==> config.mk <==
export PLATFORM = sky130hd
export DESIGN_NAME = histogram_median_locator
export DESIGN_NICKNAME = d
export VERILOG_FILES = /design/src/rtl/histogram_median_locator.sv
export SDC_FILE = /design/constraint.sdc
export NUM_CORES = 2
export LEC_CHECK = 0
export CORE_MARGIN = 3
export CORE_UTILIZATION = 50
export DETAILED_ROUTE_END_ITERATION = 8
export PLACE_DENSITY_LB_ADDON = 0.15
export SLEW_MARGIN = 30
export SYNTH_ARGS = -nofsm -noshare
export SYNTH_HDL_FRONTEND = slang
export SYNTH_SLANG_ARGS = --single-unit
==> constraint.sdc <==
create_clock -name clk -period 3.5 [get_ports clk]
set_clock_uncertainty 0.2 [all_clocks]
set_input_delay 0.7 -clock clk [delete_from_list [all_inputs] [get_ports clk]]
set_output_delay 0.7 -clock clk [all_outputs]
set_load 0.01 [all_outputs]
==> src/rtl/histogram_median_locator.sv <==
// Median-bin locator for one projection-histogram axis: buffers a frame of bins,
// then walks the cumulative mass until it reaches half of the frame total.
module histogram_median_locator #(
   parameter int NUM_BINS    = 240,
   parameter int BIN_WIDTH   = 8,
   parameter int INDEX_WIDTH = 8,
   parameter int SUM_WIDTH   = 16
) (
   input  logic                   clk,
   input  logic                   reset,
   input  logic [BIN_WIDTH-1:0]   binIn,
   input  logic                   binValid,
   output logic                   busy,
   output logic [INDEX_WIDTH-1:0] medianIndex,
   output logic [SUM_WIDTH-1:0]   totalCount,
   output logic                   emptyFrame,
   output logic                   medianValid,
   output logic                   dropError,
   output logic [1:0]             dbgState
);

   // Handshake: a bin transfers on any clk edge where binValid is high and busy is low.
   // There is no backpressure; a bin presented while busy is lost and flagged in dropError.

   typedef enum logic [1:0] {
      S_IDLE = 2'd0,
      S_LOAD = 2'd1,
      S_SCAN = 2'd2,
      S_DONE = 2'd3
   } state_t;

   localparam logic [INDEX_WIDTH-1:0] LAST_IDX = INDEX_WIDTH'(NUM_BINS - 1);

   state_t                 r_state;
   logic [INDEX_WIDTH-1:0] r_wr_cnt;
   logic [SUM_WIDTH-1:0]   r_total;
   logic [INDEX_WIDTH-1:0] r_rd_addr;
   logic                   r_rd_issue;
   logic                   r_rd_vld;
   logic [INDEX_WIDTH-1:0] r_rd_idx;
   logic [BIN_WIDTH-1:0]   r_rd_data;
   logic [SUM_WIDTH-1:0]   r_cum;
   logic                   r_cum_vld;
   logic [INDEX_WIDTH-1:0] r_cum_idx;
   logic                   r_busy;
   logic [INDEX_WIDTH-1:0] r_median;
   logic [SUM_WIDTH-1:0]   r_total_out;
   logic                   r_empty;
   logic                   r_median_valid;
   logic                   r_drop;

   logic [BIN_WIDTH-1:0]   r_mem [NUM_BINS];

   logic                   w_wr_en;
   logic [INDEX_WIDTH-1:0] w_wr_addr;
   logic                   w_rd_en;
   logic                   w_hit;

   assign w_wr_en   = binValid && ((r_state == S_IDLE) || (r_state == S_LOAD));
   assign w_wr_addr = (r_state == S_IDLE) ? '0 : r_wr_cnt;
   assign w_rd_en   = (r_state == S_SCAN) && r_rd_issue;

   // Compare at SUM_WIDTH+1 bits so doubling the running sum never wraps.
   // A zero total resolves here on the first returned bin, giving median 0.
   assign w_hit = (r_state == S_SCAN) && r_cum_vld &&
                  ({r_cum, 1'b0} >= {1'b0, r_total});

   always_ff @(posedge clk) begin
      if (w_wr_en) begin
         r_mem[w_wr_addr] <= binIn;
      end
      if (w_rd_en) begin
         r_rd_data <= r_mem[r_rd_addr];
      end
   end

   always_ff @(posedge clk) begin
      if (reset) begin
         r_state        <= S_IDLE;
         r_wr_cnt       <= '0;
         r_total        <= '0;
         r_rd_addr      <= '0;
         r_rd_issue     <= 1'b0;
         r_rd_vld       <= 1'b0;
         r_rd_idx       <= '0;
         r_cum          <= '0;
         r_cum_vld      <= 1'b0;
         r_cum_idx      <= '0;
         r_busy         <= 1'b0;
         r_median       <= '0;
         r_total_out    <= '0;
         r_empty        <= 1'b0;
         r_median_valid <= 1'b0;
         r_drop         <= 1'b0;
      end else begin
         r_median_valid <= 1'b0;
         if (binValid && r_busy) begin
            r_drop <= 1'b1;
         end

         case (r_state)
            S_IDLE: begin
               if (binValid) begin
                  r_total    <= SUM_WIDTH'(binIn);
                  r_wr_cnt   <= INDEX_WIDTH'(1);
                  r_rd_addr  <= '0;
                  r_rd_issue <= 1'b1;
                  r_rd_vld   <= 1'b0;
                  r_cum      <= '0;
                  r_cum_vld  <= 1'b0;
                  if (NUM_BINS == 1) begin
                     r_state <= S_SCAN;
                     r_busy  <= 1'b1;
                  end else begin
                     r_state <= S_LOAD;
                  end
               end
            end

            S_LOAD: begin
               if (binValid) begin
                  r_total  <= r_total + SUM_WIDTH'(binIn);
                  r_wr_cnt <= r_wr_cnt + INDEX_WIDTH'(1);
                  if (r_wr_cnt == LAST_IDX) begin
                     r_state <= S_SCAN;
                     r_busy  <= 1'b1;
                  end
               end
            end

            S_SCAN: begin
               // Three-stage walk: issue address, memory returns, accumulate; compare on the sum.
               if (w_rd_en) begin
                  r_rd_idx  <= r_rd_addr;
                  r_rd_addr <= r_rd_addr + INDEX_WIDTH'(1);
                  if (r_rd_addr == LAST_IDX) begin
                     r_rd_issue <= 1'b0;
                  end
               end
               r_rd_vld <= w_rd_en;
               if (r_rd_vld) begin
                  r_cum     <= r_cum + SUM_WIDTH'(r_rd_data);
                  r_cum_idx <= r_rd_idx;
               end
               r_cum_vld <= r_rd_vld;
               if (w_hit) begin
                  r_state        <= S_DONE;
                  r_median       <= r_cum_idx;
                  r_total_out    <= r_total;
                  r_empty        <= (r_total == '0);
                  r_median_valid <= 1'b1;
               end
            end

            S_DONE: begin
               r_state <= S_IDLE;
               r_busy  <= 1'b0;
            end

            default: begin
               r_state <= S_IDLE;
               r_busy  <= 1'b0;
            end
         endcase
      end
   end

   assign busy        = r_busy;
   assign medianIndex = r_median;
   assign totalCount  = r_total_out;
   assign emptyFrame  = r_empty;
   assign medianValid = r_median_valid;
   assign dropError   = r_drop;
   assign dbgState    = r_state;

endmodule

==> impl_metrics.env <==
export IMPL_status="complete, no violations"
export IMPL_netlist_instances=4139
export IMPL_crit_family="multiplexers"
export IMPL_tightest_slew_ps=1040
export IMPL_die_h_um=406
export IMPL_cts_buffers=204
export IMPL_multi_input_area_um2=18600
export IMPL_fmax_ghz=0.286
export IMPL_cp_start_kind="flop"
export IMPL_fin_cells=6924
export IMPL_slowest_stage="mux4_2"
export IMPL_yosysWarnings=0
export IMPL_post_dp_cell_area_um2=86300
export IMPL_rsz0062_at_grt="yes"
export IMPL_boundaryPins=41
export IMPL_drive_gt1_frac=0.270
export IMPL_min_path_type="in -> reg"
export IMPL_stdcell_area_um2=92800
export IMPL_path_cells="buf_12, buf_12, buf_4, mux4_2, mux2i_2, o21ai_0, o211ai_1, o21ai_1, and3_1"
export IMPL_drt_iter0_markers=4989
export IMPL_maxSlewViolCount=0
export IMPL_cts_sinks=2025
export IMPL_grt_overflow=0
export IMPL_finalSetupViolations=0
export IMPL_synth_seq_area_share=0.750
export IMPL_grt_use_met2=0.406
export IMPL_die_area_um2=164000
export IMPL_area_delta_synth_final_pct=16.3
export IMPL_drc_errors=0
export IMPL_end_kind="flop"
export IMPL_die_x_um=406
export IMPL_routed_wl_mm=212
export IMPL_final_common_cell="edfxtp_1"
export IMPL_fp_row_count=145
export IMPL_routabilityCongestion=0.854
export IMPL_avgSynthCellArea_um2=19.3
export IMPL_crit_buf_inv=3
export IMPL_tns_ps=0
export IMPL_antenna_found_initial=6
export IMPL_vdd_drop_max_mv=0.564
export IMPL_fin_crit_ps=3490
export IMPL_place_hpwl_mm=136
export IMPL_slew_headroom=0.309
export IMPL_grt_busiest_layer="met2"
export IMPL_syn_nets=4189
export IMPL_cts_root_buffer="clkbuf_16"
export IMPL_grt_pass1_vias=42400
export IMPL_critPathMaxStageDelay_ps=550
export IMPL_grt_max_degree=181
export IMPL_p_leak_nw=29.4
export IMPL_p_per_area_nw_per_um2=540
export IMPL_vias_per_cell=6.17
export IMPL_clockBufferDepth=3
export IMPL_synth_main_ff_cell="edfxtp_1"
export IMPL_grt_pass1_wl_mm=307
export IMPL_dr_pass1_iters=6
export IMPL_use_met1=0.388
export IMPL_synth_cell_types=71
export IMPL_async_reset_ff_frac=0
export IMPL_cp_common_cell="buf_12"
export IMPL_placed_cells=6545
export IMPL_worstSetupPathType="reg -> reg"
export IMPL_avgRoutedWirePerCell_um=30.6
export IMPL_final_hold_violation_count=0
export IMPL_synth_edf_count=1928
export IMPL_fin_crit_sh=0.998
export IMPL_path_clk_slew_ps=60
export IMPL_io_buffers=40
export IMPL_clk_insertion_delay_late_ps=840
export IMPL_core_um2=157000
export IMPL_h_tree_depth=4
export IMPL_nets=4745
export IMPL_gr_usage_met3=0.0457
export IMPL_cts_tree="yes"
export IMPL_synth_area_um2=79800
export IMPL_required_ps=3900
export IMPL_initial_utilization=0.507
export IMPL_final_cell_mix="edfxtp_1, buf_4, mux4_2, nor2_1, mux2i_1"
export IMPL_regArea_um2=59900
export IMPL_grtUsageTotal=0.261
export IMPL_arrival_ps=3890
export IMPL_cp_max_fo=29
export IMPL_dr_total_vias=42700
export IMPL_antenna_left=0
export IMPL_nFillCells=11500
export IMPL_synth_seq_cells=2025
export IMPL_drv_cap=0
export IMPL_worst_hold_slack_ps=180
## sequential cells by signal (all words and copies together), names as in the netlist
name	flops
busy	1
dbgState	2
dropError	1
emptyFrame	1
medianIndex	8
medianValid	1
r_cum	16
r_cum_idx	8
r_cum_vld	1
r_mem	1920
r_rd_addr	8
r_rd_data	8
r_rd_idx	8
r_rd_issue	1
r_rd_vld	1
r_total	16
r_wr_cnt	8
totalCount	16
## worst paths after layout
kind	startpoint	cells after the start	end	slack (ps)
hold / removal	binIn[7]	1	r_mem[165][7]	180
setup reg to reg	r_rd_addr[0]	9	r_rd_data[2]	8
setup / recovery	r_rd_addr[0]	9	r_rd_data[2]	8
hold reg to reg	r_cum_idx[7]	2	r_cum_idx[7]	260
## cell families after synthesis
group | count (synthesis) | share of synthesized area
flip-flops | 2025 | 0.750
AND/OR/NAND/NOR | 666 | 0.0356
multiplexers | 660 | 0.149
AO/OA/AOI/OAI | 431 | 0.0365
buffers and inverters | 284 | 0.0187
adder cells (fa/ha/maj) | 39 | 0.00630
XOR/XNOR | 34 | 0.00373
## power breakdown
part / switching (W) / leakage, nW / internal [W]
Sequential: 0.000106 / 18.1 / 0.0266
Clock: 0.00914 / 3.10 / 0.0116
Combinational: 0.00164 / 8.22 / 0.00100
## routing by layer
metal / share of wire / vias to the layer above
li1: - / 18000
met1: 0.41 / 22500
met2: 0.47 / 1973
met3: 0.088 / 299
met4: 0.025 / 2
met5: 0.000061 / -
## metrics by stage
step	total power, W	utilization	setup slack, ps
after floorplan	0.0286	-	489
after global placement	0.0298	0.548	-402
after CTS	0.0505	0.589	14.0
final	0.0501	0.589	7.61
after global routing	0.0516	0.589	-2.46
after detailed placement	0.0299	0.548	-184
## Yosys cell counts, types with 33 or more instances
cell type	count	area [um2]
mux2i_1	226	2260
mux4_2	424	9550
a22oi_1	71	533
nor2_1	349	1310
edfxtp_1	1928	57900
ha_1	37	463
dfxtp_1	97	1940
nand2_1	155	582
a21oi_1	120	601
inv_1	33	124
nand3_1	48	240
buf_2	61	305
o21ai_0	36	180
clkbuf_1	113	424
## what timing repair did
| item | CTS | global route |
|---|---|---|
| resized for setup | 7 | 13 |
| pin swaps | 0 | 3 |
| hold buffers | 2 | 0 |
| endpoints found under the setup margin | 5 | 8 |
| hold endpoints to repair | 13 | 0 |
| setup buffers | 0 | 0 |
## area by class of cell
cell class	count	share of cell area
sequential	2025	0.645
tap	2058	0.0277
clock buffer	248	0.0568
multi-input combinational	1830	0.201
timing repair buffer	599	0.0572
inverter	35	0.00144
antenna	3	0.0000809
clock inverter	126	0.0115
Power figures use the tool's default switching activity.
